[config.mk]
export PLATFORM = sky130hd
export DESIGN_NAME = lsu_flat
export DESIGN_NICKNAME = d
export VERILOG_FILES = /design/src/rtl/lsu_pkg.sv /design/src/rtl/lsu_if.sv /design/src/rtl/lsu_align.sv /design/src/rtl/lsu.sv /design/src/flat_wrapper.sv
export SDC_FILE = /design/constraint.sdc
export NUM_CORES = 1
export LEC_CHECK = 0
export ABC_CLOCK_PERIOD_IN_PS = 1700
export BUFFER_PORTS_ARGS = -buffer_cell sky130_fd_sc_hd__buf_2
export CORE_MARGIN = 2
export CORE_UTILIZATION = 48
export CTS_CLUSTER_DIAMETER = 50
export DETAILED_ROUTE_END_ITERATION = 10
export GPL_ROUTABILITY_DRIVEN = 0
export PLACE_DENSITY_LB_ADDON = 0.12
export SYNTH_ARGS = -nofsm -noshare
export SYNTH_HDL_FRONTEND = slang
export SYNTH_SLANG_ARGS = --single-unit
[constraint.sdc]
create_clock -name clk -period 1.7 [get_ports clk]
set_clock_uncertainty 0.05 [all_clocks]
set_input_delay 0 -clock clk [delete_from_list [all_inputs] [get_ports clk]]
set_output_delay 0 -clock clk [all_outputs]
set_load 0.1 [all_outputs]
[src/rtl/lsu_pkg.sv]
// rtl/lsu_pkg.sv - shared types, funct3 encodings and helpers for the load/store unit
package lsu_pkg;

  localparam int XLEN = 32;
  localparam int BE_W = XLEN / 8;

  localparam logic [2:0] F3_B  = 3'b000;
  localparam logic [2:0] F3_H  = 3'b001;
  localparam logic [2:0] F3_W  = 3'b010;
  localparam logic [2:0] F3_BU = 3'b100;
  localparam logic [2:0] F3_HU = 3'b101;

  typedef enum logic [1:0] {
    ST_IDLE = 2'd0,
    ST_REQ  = 2'd1,
    ST_WAIT = 2'd2,
    ST_RESP = 2'd3
  } lsu_state_e;

  // Stores only know B/H/W; loads additionally allow the unsigned B/H forms.
  function automatic logic f3_illegal(input logic we, input logic [2:0] f3);
    if (we) begin
      return !(f3 == F3_B || f3 == F3_H || f3 == F3_W);
    end
    return (f3 == 3'b011 || f3 == 3'b110 || f3 == 3'b111);
  endfunction

endpackage

[src/rtl/lsu_if.sv]
// rtl/lsu_if.sv - request, data-memory and response signals of the load/store unit
interface lsu_if;
  import lsu_pkg::*;

  logic            req_valid;
  logic            req_ready;
  logic            req_we;
  logic [2:0]      req_funct3;
  logic [XLEN-1:0] req_addr;
  logic [XLEN-1:0] req_wdata;
  logic [4:0]      req_rd;

  logic            mem_valid;
  logic            mem_ready;
  logic [XLEN-1:0] mem_addr;
  logic            mem_we;
  logic [BE_W-1:0] mem_be;
  logic [XLEN-1:0] mem_wdata;
  logic            mem_rvalid;
  logic [XLEN-1:0] mem_rdata;

  logic            resp_valid;
  logic            resp_load;
  logic [4:0]      resp_rd;
  logic [XLEN-1:0] resp_data;
  logic            resp_err;

  // The LSU itself: serves execute-stage requests and drives data memory.
  modport slave (
    input  req_valid, req_we, req_funct3, req_addr, req_wdata, req_rd,
    input  mem_ready, mem_rvalid, mem_rdata,
    output req_ready,
    output mem_valid, mem_addr, mem_we, mem_be, mem_wdata,
    output resp_valid, resp_load, resp_rd, resp_data, resp_err
  );

  // The surroundings: execute stage, data memory and writeback.
  modport master (
    output req_valid, req_we, req_funct3, req_addr, req_wdata, req_rd,
    output mem_ready, mem_rvalid, mem_rdata,
    input  req_ready,
    input  mem_valid, mem_addr, mem_we, mem_be, mem_wdata,
    input  resp_valid, resp_load, resp_rd, resp_data, resp_err
  );

endinterface

[src/rtl/lsu_align.sv]
// rtl/lsu_align.sv - byte-enable/store-lane replication and load shift/extend
module lsu_align
  import lsu_pkg::*;
(
  input  logic [2:0]      funct3_i,
  input  logic [1:0]      offset_i,
  input  logic [XLEN-1:0] wdata_i,
  input  logic [XLEN-1:0] rdata_i,
  output logic [BE_W-1:0] be_o,
  output logic [XLEN-1:0] wdata_o,
  output logic [XLEN-1:0] rdata_o
);

  logic [XLEN-1:0] shifted;

  assign shifted = rdata_i >> {offset_i, 3'b000};

  // Byte enables follow the access width; store data is replicated on every lane.
  always_comb begin
    be_o    = '0;
    wdata_o = wdata_i;
    case (funct3_i[1:0])
      2'b00: begin
        be_o    = 4'b0001 << offset_i;
        wdata_o = {4{wdata_i[7:0]}};
      end
      2'b01: begin
        be_o    = 4'b0011 << {offset_i[1], 1'b0};
        wdata_o = {2{wdata_i[15:0]}};
      end
      2'b10: begin
        be_o    = 4'b1111;
        wdata_o = wdata_i;
      end
      default: ;
    endcase
  end

  // Bring the addressed lane to bit 0, then sign- or zero-extend by funct3.
  always_comb begin
    rdata_o = shifted;
    case (funct3_i)
      F3_B:    rdata_o = {{24{shifted[7]}}, shifted[7:0]};
      F3_H:    rdata_o = {{16{shifted[15]}}, shifted[15:0]};
      F3_BU:   rdata_o = {24'b0, shifted[7:0]};
      F3_HU:   rdata_o = {16'b0, shifted[15:0]};
      default: rdata_o = shifted;
    endcase
  end

endmodule

[src/rtl/lsu.sv]
// rtl/lsu.sv - RV32I load/store unit; LSU_MISALIGN_TRAP_EN makes misaligned H/W ops error out instead of masking
module lsu
  import lsu_pkg::*;
(
  input  logic clk,
  input  logic rst,
  lsu_if.slave bus
);

  lsu_state_e      state_q, state_d;

  logic            we_q;
  logic [2:0]      f3_q;
  logic [XLEN-1:0] addr_q;
  logic [XLEN-1:0] wdata_q;
  logic [4:0]      rd_q;

  logic            resp_valid_q, resp_valid_d;
  logic            resp_load_q,  resp_load_d;
  logic [4:0]      resp_rd_q,    resp_rd_d;
  logic [XLEN-1:0] resp_data_q,  resp_data_d;
  logic            resp_err_q,   resp_err_d;

  logic            req_err;
  logic [XLEN-1:0] req_addr_eff;

  logic [BE_W-1:0] al_be;
  logic [XLEN-1:0] al_wdata;
  logic [XLEN-1:0] al_rdata;

  lsu_align u_align (
    .funct3_i (f3_q),
    .offset_i (addr_q[1:0]),
    .wdata_i  (wdata_q),
    .rdata_i  (bus.mem_rdata),
    .be_o     (al_be),
    .wdata_o  (al_wdata),
    .rdata_o  (al_rdata)
  );

  // Classify the incoming request and form the address that gets captured.
  always_comb begin
    req_err      = f3_illegal(bus.req_we, bus.req_funct3);
    req_addr_eff = bus.req_addr;
`ifdef LSU_MISALIGN_TRAP_EN
    if ((bus.req_funct3[1:0] == 2'b01 && bus.req_addr[0]) ||
        (bus.req_funct3[1:0] == 2'b10 && bus.req_addr[1:0] != 2'b00)) begin
      req_err = 1'b1;
    end
`else
    if (bus.req_funct3[1:0] == 2'b01) begin
      req_addr_eff[0] = 1'b0;
    end else if (bus.req_funct3[1:0] == 2'b10) begin
      req_addr_eff[1:0] = 2'b00;
    end
`endif
  end

  // Next state, memory-side outputs from registered state, and response next-values.
  always_comb begin
    state_d       = state_q;
    resp_valid_d  = 1'b0;
    resp_load_d   = 1'b0;
    resp_rd_d     = '0;
    resp_data_d   = '0;
    resp_err_d    = 1'b0;
    bus.req_ready = 1'b0;
    bus.mem_valid = 1'b0;
    bus.mem_addr  = '0;
    bus.mem_we    = 1'b0;
    bus.mem_be    = '0;
    bus.mem_wdata = '0;
    case (state_q)
      ST_IDLE: begin
        bus.req_ready = 1'b1;
        if (bus.req_valid) begin
          if (req_err) begin
            state_d      = ST_RESP;
            resp_valid_d = 1'b1;
            resp_err_d   = 1'b1;
          end else begin
            state_d = ST_REQ;
          end
        end
      end
      ST_REQ: begin
        bus.mem_valid = 1'b1;
        bus.mem_addr  = {addr_q[XLEN-1:2], 2'b00};
        bus.mem_we    = we_q;
        bus.mem_be    = al_be;
        bus.mem_wdata = we_q ? al_wdata : '0;
        if (bus.mem_ready) begin
          if (we_q) begin
            state_d      = ST_RESP;
            resp_valid_d = 1'b1;
          end else begin
            state_d = ST_WAIT;
          end
        end
      end
      ST_WAIT: begin
        if (bus.mem_rvalid) begin
          state_d      = ST_RESP;
          resp_valid_d = 1'b1;
          resp_load_d  = 1'b1;
          resp_rd_d    = rd_q;
          resp_data_d  = al_rdata;
        end
      end
      ST_RESP: begin
        state_d = ST_IDLE;
      end
      default: begin
        state_d = ST_IDLE;
      end
    endcase
  end

  // State register and registered response; reset drops any in-flight op.
  always_ff @(posedge clk) begin
    if (rst) begin
      state_q      <= ST_IDLE;
      resp_valid_q <= 1'b0;
      resp_load_q  <= 1'b0;
      resp_rd_q    <= '0;
      resp_data_q  <= '0;
      resp_err_q   <= 1'b0;
    end else begin
      state_q      <= state_d;
      resp_valid_q <= resp_valid_d;
      resp_load_q  <= resp_load_d;
      resp_rd_q    <= resp_rd_d;
      resp_data_q  <= resp_data_d;
      resp_err_q   <= resp_err_d;
    end
  end

  // Capture the operation on acceptance; held steady until the next accept.
  always_ff @(posedge clk) begin
    if (rst) begin
      we_q    <= 1'b0;
      f3_q    <= '0;
      addr_q  <= '0;
      wdata_q <= '0;
      rd_q    <= '0;
    end else if (state_q == ST_IDLE && bus.req_valid) begin
      we_q    <= bus.req_we;
      f3_q    <= bus.req_funct3;
      addr_q  <= req_addr_eff;
      wdata_q <= bus.req_wdata;
      rd_q    <= bus.req_rd;
    end
  end

  assign bus.resp_valid = resp_valid_q;
  assign bus.resp_load  = resp_load_q;
  assign bus.resp_rd    = resp_rd_q;
  assign bus.resp_data  = resp_data_q;
  assign bus.resp_err   = resp_err_q;

endmodule

[src/flat_wrapper.sv]
// flat-port wrapper written by rule: the top's interface ports become plain ports
module lsu_flat import lsu_pkg::*;
  (clk, rst, bus_req_valid, bus_req_we, bus_req_funct3, bus_req_addr, bus_req_wdata, bus_req_rd, bus_mem_ready, bus_mem_rvalid, bus_mem_rdata, bus_req_ready, bus_mem_valid, bus_mem_addr, bus_mem_we, bus_mem_be, bus_mem_wdata, bus_resp_valid, bus_resp_load, bus_resp_rd, bus_resp_data, bus_resp_err);
  lsu_if bus_i ();
  input  logic clk;
  input  logic rst;
  input wire logic [$bits(bus_i.req_valid)-1:0] bus_req_valid;
  input wire logic [$bits(bus_i.req_we)-1:0] bus_req_we;
  input wire logic [$bits(bus_i.req_funct3)-1:0] bus_req_funct3;
  input wire logic [$bits(bus_i.req_addr)-1:0] bus_req_addr;
  input wire logic [$bits(bus_i.req_wdata)-1:0] bus_req_wdata;
  input wire logic [$bits(bus_i.req_rd)-1:0] bus_req_rd;
  input wire logic [$bits(bus_i.mem_ready)-1:0] bus_mem_ready;
  input wire logic [$bits(bus_i.mem_rvalid)-1:0] bus_mem_rvalid;
  input wire logic [$bits(bus_i.mem_rdata)-1:0] bus_mem_rdata;
  output wire logic [$bits(bus_i.req_ready)-1:0] bus_req_ready;
  output wire logic [$bits(bus_i.mem_valid)-1:0] bus_mem_valid;
  output wire logic [$bits(bus_i.mem_addr)-1:0] bus_mem_addr;
  output wire logic [$bits(bus_i.mem_we)-1:0] bus_mem_we;
  output wire logic [$bits(bus_i.mem_be)-1:0] bus_mem_be;
  output wire logic [$bits(bus_i.mem_wdata)-1:0] bus_mem_wdata;
  output wire logic [$bits(bus_i.resp_valid)-1:0] bus_resp_valid;
  output wire logic [$bits(bus_i.resp_load)-1:0] bus_resp_load;
  output wire logic [$bits(bus_i.resp_rd)-1:0] bus_resp_rd;
  output wire logic [$bits(bus_i.resp_data)-1:0] bus_resp_data;
  output wire logic [$bits(bus_i.resp_err)-1:0] bus_resp_err;
  assign bus_i.req_valid = bus_req_valid;
  assign bus_i.req_we = bus_req_we;
  assign bus_i.req_funct3 = bus_req_funct3;
  assign bus_i.req_addr = bus_req_addr;
  assign bus_i.req_wdata = bus_req_wdata;
  assign bus_i.req_rd = bus_req_rd;
  assign bus_i.mem_ready = bus_mem_ready;
  assign bus_i.mem_rvalid = bus_mem_rvalid;
  assign bus_i.mem_rdata = bus_mem_rdata;
  assign bus_req_ready = bus_i.req_ready;
  assign bus_mem_valid = bus_i.mem_valid;
  assign bus_mem_addr = bus_i.mem_addr;
  assign bus_mem_we = bus_i.mem_we;
  assign bus_mem_be = bus_i.mem_be;
  assign bus_mem_wdata = bus_i.mem_wdata;
  assign bus_resp_valid = bus_i.resp_valid;
  assign bus_resp_load = bus_i.resp_load;
  assign bus_resp_rd = bus_i.resp_rd;
  assign bus_resp_data = bus_i.resp_data;
  assign bus_resp_err = bus_i.resp_err;
  lsu u_core (.clk(clk), .rst(rst), .bus(bus_i));
endmodule
==> results of run 1 <==
[per-layer routing]
layer  global-route usage [%]  overflow
met5                    11.90         0
met4                    106.0       166
met3                    65.98         2
met2                    118.7       469
met1                    83.76         2
[through the flow]
stage | setup TNS [ns] | cells
2_1_floorplan | -0.8780 | 640
3_3_place_gp | 0 | 966
3_5_place_dp | 0 | 966
4_1_cts | -4.076 | 1121
[logic make-up after synthesis]
| family | count (synthesis) |
|---|---|
| multiplexers | 40 |
| adder cells (fa/ha/maj) | 4 |
| AND/OR/NAND/NOR | 282 |
| other | 1 |
| AO/OA/AOI/OAI | 139 |
| flip-flops | 115 |
| XOR/XNOR | 1 |
| buffers and inverters | 57 |
[timing repair]
action / in CTS
hold buffers: 108
pin swaps: 15
hold endpoints to repair: 110
resized for setup: 83
buffers inserted: 8
gates cloned: 7
setup endpoints to repair: 68
==> impl_metrics.yaml, run 1 <==
run_status:
  status: "did not finish"
  haltStage: "global routing"
  stop_error: "[ERROR GRT-0232] Routing congestion too high. Check the congestion heatmap in the GUI."
sta:
  worstEndpointType: "top-level output"
  crit_endpoint: "bus_mem_addr[9]"
synthesis:
  synth-async-reset-ratio_pct: 0
  synth-xor-area-share_pct: 0.1699
  synth_mux_area_share_pct: 8.323
  synth_fa_ha_area_share_pct: 0.9706
  synth_edf_count: 0
  yosys.cell_types.count: 41
  synth_area_leaders: "dfxtp_1 (45%), nand2_1 (13%), a21oi_1 (9.1%), mux2i_1 (4.5%), and2_1 (4.4%)"
  synth-compound-area-share_pct: 16.21
  yosysMostFrequentCell: "nand2_1"
  synth_commonest_cells: "nand2_1 (181), dfxtp_1 (115), a21oi_1 (94), and2_1 (36), clkbuf_1 (26)"
  yosysTopAreaCell: "dfxtp_1"
  yosysSeqAreaShare_pct: 44.65
  synthCells: 639
  yosys_most_used_dff: "dfxtp_1"
  yosys_warnings: 0
  synth-simple-area-share_pct: 24.22
  synth_area_per_cell_um2: 8.069
  syn_area_mm2: 0.005156
  ys_seq_elements: 115
  synth_top_family_by_area: "simple AND/OR/NAND/NOR gates"
  synth_top_area_share_pct: 44.65
clocking:
  clockRootBuffer: "clkbuf_8"
  cts_sinks: 115
  htree_levels: 4
  cts_inserted_buffers: 17
  clockBufferDepth: 2
placed_design:
  dp_hpwl_um: 12040
  dp_slack_ns: 0.09271
  postPlaceCellArea_mm2: 0.007802
  port_buffers: 218
die:
  fp-row-count: 37
  floorplan.initialDensity_pct: 49.72
  pin_count: 221
  die_x_um: 107.6
  die_y_um: 107.6
global_routing:
  overflow: 639
  grt_max_degree: 78
  grtUsageTotal_pct: 91.12
==> run 2, diff against run 1 <==
Settings changed: CORE_UTILIZATION 48 to 36, CTS_CLUSTER_DIAMETER 50 to unset, PLACE_DENSITY_LB_ADDON 0.12 to 0.15.
==> run 2 against run 1 <==
The flow now finishes, with violations (negative setup slack). Synthesized cell count stayed put. Area after synthesis did not move.
==> impl_metrics.yaml, run 2 <==
clocking:
  clockBufferDepth: 2
  insertion_delay_ns: 0.41
  path_clk_slew_ns: 0.05
  cts_tree: "yes"
  cts_inserted_buffers: 17
  htree_levels: 4
  clockRootBuffer: "clkbuf_16"
  cts_sinks: 115
synthesis:
  synth_area_leaders: "dfxtp_1 (45%), nand2_1 (13%), a21oi_1 (9.1%), mux2i_1 (4.5%), and2_1 (4.4%)"
  yosysMostFrequentCell: "nand2_1"
  yosys_most_used_dff: "dfxtp_1"
  synth_mux_area_share_pct: 8.323
  synth_commonest_cells: "nand2_1 (181), dfxtp_1 (115), a21oi_1 (94), and2_1 (36), clkbuf_1 (26)"
  synth_top_area_share_pct: 44.65
  synth_area_per_cell_um2: 8.069
  yosysSeqAreaShare_pct: 44.65
  yosys.cell_types.count: 41
  yosys_warnings: 0
  syn_area_mm2: 0.005156
  synth_edf_count: 0
  synth-simple-area-share_pct: 24.22
  synth_top_family_by_area: "simple AND/OR/NAND/NOR gates"
  synth-xor-area-share_pct: 0.1699
  synth-async-reset-ratio_pct: 0
  ys_seq_elements: 115
  yosysTopAreaCell: "dfxtp_1"
  synth_fa_ha_area_share_pct: 0.9706
  synthCells: 639
  synth-compound-area-share_pct: 16.21
worst_hold_path:
  min_path_type: "in -> reg"
  hp-start: "bus_mem_rdata[8]"
sta:
  slew_headroom_pct: 43.72
  fin_crit_ns: 1.711
  tightest_slew_ns: 0.8443
  rsz0062_at_grt: "true"
  report.final.slew_viol_count: 0
  setup_violations: 2
  fin_ws_ns: -0.01080
  min_period_over_period_pct: 100.6
  max_freq_ghz: 0.5845
  hold_viol_final: 0
die:
  pin_count: 221
  fp-row-count: 43
  die_y_um: 123.7
  core_mm2: 0.01393
  dieArea_mm2: 0.01530
  die_x_um: 123.7
  floorplan.initialDensity_pct: 37.00
pwr:
  p_total_uw: 12030
  p_sw_uw: 4804
  combPwrFrac_pct: 42.9
  peakVddDrop_v: 0.001533
  switching_share_pct: 39.94
  leakage_uw: 0.004028
  power.density_mw_per_mm2: 1207
  clock_power_share_pct: 28.8
  p_seq_share_pct: 28.3
  p_int_uw: 7224
cells_and_area:
  nNetsFinal: 1088
  mostFrequentLayoutCells: "nand2_1 (166), buf_2 (150), dfxtp_1 (109)"
  layout.cells.non_filler: 1167
  layout_commonest_cell: "nand2_1"
  final_layout_size_suffix_gt1_share_pct: 41.84
  syn_to_final_growth_pct: 93.33
  antenna_cells: 0
run_status:
  violations: "negative setup slack"
  status: "complete, but fails checks"
placed_design:
  dp_hpwl_um: 12630
  post-place-cells: 1016
  port_buffers: 218
routing:
  dr.first_iter.drc_count: 276
  ant_nets: 0
  routed_wl_um: 19670
  routed-via-count: 5901
  viasPerCell: 5.057
  drc_errors: 0
  post_drt_wl_per_cell_um: 16.86
  first_pass_iters: 4
global_routing:
  grtUsageTotal_pct: 25.28
  overflow: 0
  grt_pass1_wl_um: 29660
  grt_max_degree: 78
  first_global_vias: 6041
  antenna_found_initial: 0
worst_setup_path:
  start_kind: "flip-flop"
  r2r-start: "u_core.state_q[1]$_SDFFE_PP0P_"
  critPathTopFamily: "buffers and inverters"
  crit_top_cell: "buf_6"
  crit_type: "reg -> out"
  crit_chain: "inv_4 > ha_4 > buf_6 > buf_6 > nand2_8 > a21oi_4 > buf_12"
  cp-end-kind: "primary output"
  cp_max_fo: 4
  worstPathRequired_ns: 1.65
  max_stage_delay_ns: 0.35
  crit_buf_inv: 4
  cp_slowest_cell: "dfxtp_4"
  critPathArrivalTime_ns: 1.66
  critPathLaunch: "u_core.state_q[1]$_SDFFE_PP0P_"
flow_run:
  cap_viol_max_count: 0
run 2: cell counts after synthesis:
No cell type changed its count.
run 2: final cells by class:
| cell class | instances | area [um^2] |
|---|---|---|
| multi-input cells | 468 | 3114 |
| fillers | 982 | 3966 |
| inverters | 7 | 35.03 |
| well taps | 180 | 225.2 |
| repair buffers | 365 | 3705 |
| clock buffers | 22 | 464.2 |
| clock inverters | 10 | 107.6 |
| flip-flops and latches | 115 | 2317 |
run 2: power by group through the flow:
stage / clock network (uW) / registers [uW] / logic, uW
after floorplan: 0 / 3890 / 2720
final: 3460 / 3400 / 5170
after global routing: 3620 / 3450 / 5470
after CTS: 3500 / 3380 / 4940
after detailed placement: 0 / 3410 / 4520
after global placement: 0 / 3390 / 4460
run 2: cells by family (layout without fill, tap and decap cells):
logic type / count (synthesis) / after routing
buffers and inverters: 57 / 404
other: 1 / 2
AOI/OAI and AO/OA: 139 / 139
and+or+nand+nor: 282 / 282
muxes: 40 / 40
DFF: 115 / 115
xor gates and xnor gates: 1 / 1
adders and majority gates: 4 / 4
run 2: worst paths after layout:
kind         cells past startpoint  slack [ns]                                 end
min                              4        0.02  u_core.bus.resp_data[8]$_SDFF_PP0_
min reg2reg                      2        0.40      u_core.addr_q[16]$_SDFFE_PP0P_
max reg2reg                      8        0.04      u_core.state_q[0]$_SDFFE_PP0P_
max                              7       -0.01                       bus_mem_be[1]
run 2: timing repair:
action,4_1_cts,5_1_grt
pin swaps,11,17
setup endpoints to repair,63,79
buffers inserted,6,5
gates resized for setup,45,30
endpoints found under the hold margin,106,0
hold buffers,104,0
cloned,2,2
run 2: through the flow:
step                utilization [%]  worst slack, ns  TNS [ns]  hold slack, ns  cell area, um^2
floorplan                         -          -0.1729   -0.8780         0.08038             5612
global placement              57.02           0.1240         0          0.1899             7945
detailed placement            57.02          0.07665         0          0.1970             7945
CTS                           70.22         -0.04854   -0.5933      0.00006095             9784
global route                  71.54         -0.06284    -1.964         0.01735             9968
finish                        71.54         -0.01080  -0.01491         0.01722             9968
run 2: layer usage:
layer | global-route usage [%] | routed length (um) | vias up
met5 | 0 | 0 | -
met4 | 10.58 | 429 | 0
met3 | 8.379 | 1555 | 35
met2 | 44.78 | 10190 | 238
met1 | 27.58 | 7493 | 2815
li1 | - | - | 2813
run 2: worst register-to-register path, cell delays in order (launching register included):
cell	delay, ns
dfxtp_4	0.36
inv_4	0.04
ha_4	0.17
nand2_8	0.14
buf_6	0.15
clkinvlp_4	0.13
buf_4	0.16
nor3_2	0.15
a221oi_1	0.13
Power figures use the tool's default switching activity.
==> run 3, diff against run 2 <==
Settings changed: ABC_AREA set to 1.
==> run 3 against run 2 <==
The flow still finishes with violations (negative setup slack). Highest routed layer unchanged. Die area decreased by 1.1%. Non-clock buffer count grew 7. Sequential share of layout area is 0.59 points lower. Via count is 6.0% higher. Synthesized cell count up 17%. Count of clock-buffer cells in the layout grew 1. Power increased by 27%. Utilization is 2.0 points higher. Global-route usage is 0.089 points higher. Critical path type unchanged.
==> impl_metrics.yaml, run 3 <==
run_status:
  status: "complete, but fails checks"
  violations: "negative setup slack"
die:
  floorplan.initialDensity_pct: 36.72
  die_y_um: 123.0
  dieArea_mm2: 0.01513
  pin_count: 221
  core_mm2: 0.01388
  die_x_um: 123.0
  fp-row-count: 43
clocking:
  clockBufferDepth: 2
  cts_sinks: 115
  cts_tree: "yes"
  htree_levels: 4
  path_clk_slew_ns: 0.05
  insertion_delay_ns: 0.41
  clockRootBuffer: "clkbuf_16"
  cts_inserted_buffers: 17
synthesis:
  synth-async-reset-ratio_pct: 0
  synth_area_leaders: "dfxtp_1 (45%), nor2_1 (11%), nand2_1 (9.2%), o21ai_0 (9.1%), inv_1 (5.7%)"
  synth_top_area_share_pct: 45.16
  synth_area_per_cell_um2: 6.824
  synth_edf_count: 0
  yosysTopAreaCell: "dfxtp_1"
  yosys_most_used_dff: "dfxtp_1"
  yosysSeqAreaShare_pct: 45.16
  ys_seq_elements: 115
  yosysMostFrequentCell: "nor2_1"
  yosys.cell_types.count: 26
  synthCells: 747
  yosys_warnings: 0
  syn_area_mm2: 0.005097
  synth_commonest_cells: "nor2_1 (156), nand2_1 (125), dfxtp_1 (115), o21ai_0 (93), inv_1 (77)"
worst_setup_path:
  cp-end-kind: "primary output"
  reg2reg_depth: 8
  cp_slowest_cell: "dfxtp_2"
  critPathTopFamily: "buffers and inverters"
  crit_chain: "inv_2 > ha_4 > buf_4 > clkbuf_16 > nand2_4 > clkinvlp_4 > buf_12"
  max_stage_delay_ns: 0.32
  worstPathRequired_ns: 1.65
  crit_buf_inv: 5
  cp.depth: 7
  r2r_end: "u_core.wdata_q[10]$_SDFFE_PP0P_"
  cp_max_fo: 8
  start_kind: "flip-flop"
  r2r-start: "u_core.state_q[1]$_SDFFE_PP0P_"
  worst-r2r-setup-slack_ns: 0.09
  crit_type: "reg -> out"
  critPathArrivalTime_ns: 1.67
routing:
  post_drt_wl_per_cell_um: 15.42
  drc_errors: 0
  first_pass_iters: 5
  dr.first_iter.drc_count: 355
  ant_nets: 0
  routed_wl_um: 19790
  viasPerCell: 4.875
  routed-via-count: 6254
cells_and_area:
  layout_commonest_cell: "buf_2"
  nNetsFinal: 1203
  final_layout_size_suffix_gt1_share_pct: 39.11
  syn_to_final_growth_pct: 100.2
  layout.core_utilization_pct: 73.53
  mostFrequentLayoutCells: "buf_2 (149), nor2_1 (130), dlygate4sd3_1 (112)"
  fillers: 1009
pwr:
  leakage_uw: 0.004493
  power.density_mw_per_mm2: 1491
  peakVddDrop_v: 0.0008633
global_routing:
  grt_max_degree: 69
  first_global_vias: 6337
  antenna_found_initial: 0
  grt_pass1_wl_um: 29890
  grtUsageTotal_pct: 25.37
  overflow: 0
worst_hold_path:
  whs_endpoint: "u_core.wdata_q[24]$_SDFFE_PP0P_"
  hold_path_depth: 4
  min_path_type: "in -> reg"
  hp-start: "bus_req_wdata[24]"
sta:
  fin_setup_tns_ns: -0.06956
  slew_headroom_pct: 64.68
  tightest_slew_ns: 0.5293
  max_freq_ghz: 0.5820
  setup_violations: 6
  fin_ws_ns: -0.01830
  hold_viol_final: 0
  min_period_over_period_pct: 101.1
  rsz0062_at_grt: "true"
  fin_crit_ns: 1.718
  report.final.slew_viol_count: 0
placed_design:
  dp_slack_ns: 0.1130
  dp_hpwl_um: 11930
  port_buffers: 218
flow_run:
  cap_viol_max_count: 0
[run 3: cell count changes after synthesis, moves of 9 or more]
cell,previous run,this run
nor2_1,23,156
o21ai_0,8,93
inv_1,6,77
nand2_1,181,125
a21oi_1,94,46
and2_1,36,0
nand3_1,10,45
mux2i_1,23,0
mux2_2,15,0
a211oi_1,9,0
a221oi_1,9,0
and3_1,9,0
[run 3: per-layer routing]
layer  GRT usage [%]  share of wire [%]  vias up
met5               0                  0        -
met4           9.588                2.2        0
met3           8.994                7.6       39
met2           45.37                 52      253
met1           27.39                 38     2903
li1                -                  -     3059
[run 3: cell type report]
| type | instances | area, um^2 | area share [%] |
|---|---|---|---|
| repair buffers | 372 | 3737 | 36.62 |
| clock buffers | 23 | 498.0 | 4.879 |
| clock inverters | 9 | 125.1 | 1.226 |
| repair inverters | 1 | 8.758 | 0.08582 |
| diodes | 1 | 2.502 | 0.02452 |
| inverters | 80 | 435.4 | 4.266 |
| well taps | 180 | 225.2 | 2.207 |
| flip-flops and latches | 115 | 2312 | 22.66 |
| multi-input cells | 502 | 2861 | 28.04 |
[run 3: cell families (layout without fill, tap and decap cells)]
group           count (synthesis)  after routing  synth area share [%]
simple gates                  339            339                 27.00
buf+inv                       131            485                 10.75
fa+ha+maj                       4              4                0.9819
other cells                     1              3               0.07357
flops                         115            115                 45.16
compound gates                157            157                 16.03
[run 3: worst register-to-register path: stages, from the launching register on]
cell and delay, ns:
dfxtp_2 0.32, inv_2 0.06, buf_4 0.10, buf_4 0.10, ha_2 0.22, nand2_4 0.13, clkbuf_16 0.24, o21ai_0 0.21
nor2_1 0.06
[run 3: metrics by stage]
stage | area [um^2] | total power, uW | hold slack, ns | std cells
floorplan | 5589 | 8421 | 0.01907 | 748
global placement | 7903 | 10300 | 0.1989 | 1120
detailed placement | 7903 | 10310 | 0.2040 | 1120
CTS | 9937 | 14690 | 0.3059 | 1277
global route | 10200 | 15990 | 0.3306 | 1282
finish | 10210 | 15220 | 0.3198 | 1283
[run 3: what timing repair did]
action,CTS,global route
hold endpoints to repair,103,0
gates resized for setup,60,39
cloned,1,3
setup buffers,13,2
endpoints found under the setup margin,64,71
pin swaps,3,2
hold buffers,112,0
[run 3: how the worst max path moves through the flow]
stage                                         from           endpoint  slack (ns)
floorplan           u_core.state_q[1]$_SDFFE_PP0P_  bus_mem_wdata[15]       -0.29
global placement    u_core.state_q[1]$_SDFFE_PP0P_  bus_mem_wdata[10]        0.11
detailed placement  u_core.state_q[0]$_SDFFE_PP0P_  bus_mem_wdata[10]        0.11
CTS                    u_core.f3_q[0]$_SDFFE_PP0P_  bus_mem_wdata[13]       -0.05
global route           u_core.f3_q[1]$_SDFFE_PP0P_  bus_mem_wdata[15]        -0.1
finish              u_core.state_q[1]$_SDFFE_PP0P_   bus_mem_addr[28]       -0.02
[run 3: power by group]
group | leakage [uW] | internal, uW | switching, uW
clock network | 0.000305 | 2490 | 1220
registers | 0.000946 | 3310 | 455
logic | 0.00324 | 2670 | 5080
==> run 4, diff against run 3 <==
Settings changed: ABC_AREA 1 to unset, CORE_UTILIZATION 36 to 30.
==> run 4 against run 3 <==
Utilization shrank 15 points. Non-clock buffer count shrank 15. First-iteration DRC count shrank 43%. Setup slack lost 0.0035 ns. Die area grew 21%. Sequential power shrank 11%. Critical path depth shrank 1. The run still ends with negative setup slack left. Flip-flop and latch count is the same. Highest routed layer unchanged. Maximum frequency shrank 0.20%. Routed wire length shrank 6.3%.
==> impl_metrics.yaml, run 4 (synthesis gave the netlist of run 2 again) <==
run_status:
  status: "complete, but fails checks"
  violations: "negative setup slack"
die:
  fp-row-count: 47
  dieArea_mm2: 0.01825
  pin_count: 221
  core_mm2: 0.01670
  die_y_um: 135.1
  die_x_um: 135.1
  floorplan.initialDensity_pct: 30.87
worst_setup_path:
  cp_slowest_cell: "dfxtp_4"
  worstPathRequired_ns: 1.65
  cp_max_fo: 11
  max_stage_delay_ns: 0.36
  crit_chain: "inv_4 > ha_4 > buf_4 > buf_6 > and2_2 > buf_12"
  start_kind: "flip-flop"
  crit_type: "reg -> out"
  critPathArrivalTime_ns: 1.67
  cp-end-kind: "primary output"
clocking:
  cts_sinks: 115
  cts_inserted_buffers: 17
  clockRootBuffer: "clkbuf_16"
  htree_levels: 4
  clockBufferDepth: 2
  path_clk_slew_ns: 0.05
  insertion_delay_ns: 0.41
  cts_tree: "yes"
sta:
  fin_crit_ns: 1.722
  report.final.slew_viol_count: 0
  tightest_slew_ns: 0.8716
  slew_headroom_pct: 41.89
  min_period_over_period_pct: 101.3
  rsz0062_at_grt: "true"
  hold_viol_final: 0
  fin_setup_tns_ns: -0.3593
  fin_ws_ns: -0.02180
  max_freq_ghz: 0.5808
  setup_violations: 22
global_routing:
  first_global_vias: 5421
  grt_max_degree: 78
  grt_pass1_wl_um: 28700
  overflow: 0
  grtUsageTotal_pct: 20.30
  antenna_found_initial: 1
pwr:
  peakVddDrop_v: 0.0009038
  power.density_mw_per_mm2: 1188
  p_total_uw: 11630
  leakage_uw: 0.003957
routing:
  post_drt_wl_per_cell_um: 15.47
  routed_wl_um: 18550
  first_pass_iters: 4
  routed-via-count: 5568
  viasPerCell: 4.644
  drc_errors: 0
  dr.first_iter.drc_count: 202
  ant_nets: 0
cells_and_area:
  layout_commonest_cell: "nand2_1"
  multi_input_area_mm2: 0.003007
  fin_area_mm2: 0.009784
  mostFrequentLayoutCells: "nand2_1 (176), buf_2 (149), dfxtp_1 (110)"
  syn_to_final_growth_pct: 89.76
  final_layout_size_suffix_gt1_share_pct: 40.59
  nNetsFinal: 1080
  ff_latch_area_mm2: 0.002313
  fillers: 1486
placed_design:
  dp_slack_ns: 0.1103
  postPlaceCellArea_mm2: 0.007975
  dp_hpwl_um: 12390
  port_buffers: 218
flow_run:
  cap_viol_max_count: 0
worst_hold_path:
  min_path_type: "in -> reg"
-- run 4: cell count changes in the layout (fill, tap and decap cells not counted), moves of 11 or more --
cell           before  now
nor2_1            130   12
nand2_1           100  176
o21ai_0            75    7
inv_1              43    4
a21oi_1            38   76
nand3_1            45    9
clkinvlp_4         32    4
mux2i_1             0   23
and2_2              0   20
nor2_4             27   10
mux2_2              0   15
nand2_2            17    3
dlygate4sd3_1     112   99
and2_4              0   11
-- run 4: report_power, final --
| part | leakage (uW) | switching, uW | internal, uW |
|---|---|---|---|
| logic | 0.00275 | 3190 | 1780 |
| registers | 0.000940 | 254 | 3110 |
| clock network | 0.000267 | 1240 | 2050 |
| total | 0.00396 | 4680 | 6940 |
-- run 4: metrics by stage --
stage | std cells | utilization (%) | hold slack (ns)
floorplan | 640 | - | 0.08038
global placement | 1055 | 47.75 | 0.1923
detailed placement | 1055 | 47.75 | 0.1953
CTS | 1196 | 58.26 | 0.01120
global route | 1198 | 58.57 | 0.02674
finish | 1199 | 58.59 | 0.01964
-- run 4: worst paths after layout --
path | start | to | slack (ns) | cells after the start
max | u_core.state_q[1]$_SDFFE_PP0P_ | bus_mem_addr[4] | -0.02 | 6
min | bus_mem_rdata[8] | u_core.bus.resp_data[8]$_SDFF_PP0_ | 0.02 | 4
max reg2reg | u_core.state_q[1]$_SDFFE_PP0P_ | u_core.bus.resp_data[20]$_SDFF_PP0_ | 0.09 | 7
min reg2reg | u_core.addr_q[3]$_SDFFE_PP0P_ | u_core.addr_q[3]$_SDFFE_PP0P_ | 0.40 | 2
-- run 4: area by class of cell --
class	instances	share of cell area (%)
clock buffer	20	4.668
antenna	1	0.02558
multi-input combinational	468	30.73
tap	220	2.813
timing repair buffer	357	36.88
clock inverter	11	0.8951
inverter	7	0.3453
sequential	115	23.64
-- run 4: worst max-delay path, delay by kind of cell, from the launching register on --
| family | cells | cell delay [ns] |
|---|---|---|
| simple gates | 1 | 0.21 |
| buf+inv | 4 | 0.50 |
| fa+ha+maj | 1 | 0.19 |
| flops | 1 | 0.36 |
-- run 4: repair_timing --
action	CTS	global route
hold buffers	99	0
cloned	4	0
pin swaps	2	10
hold endpoints to repair	106	0
resized for setup	25	6
setup endpoints to repair	56	61
setup buffers	7	2
-- run 4: layer usage --
metal | share of wire [%] | track usage [%]
met3 | 7.8 | 7.508
met1 | 42 | 24.08
met4 | 1.4 | 5.671
met2 | 49 | 34.52
met5 | 0 | 0
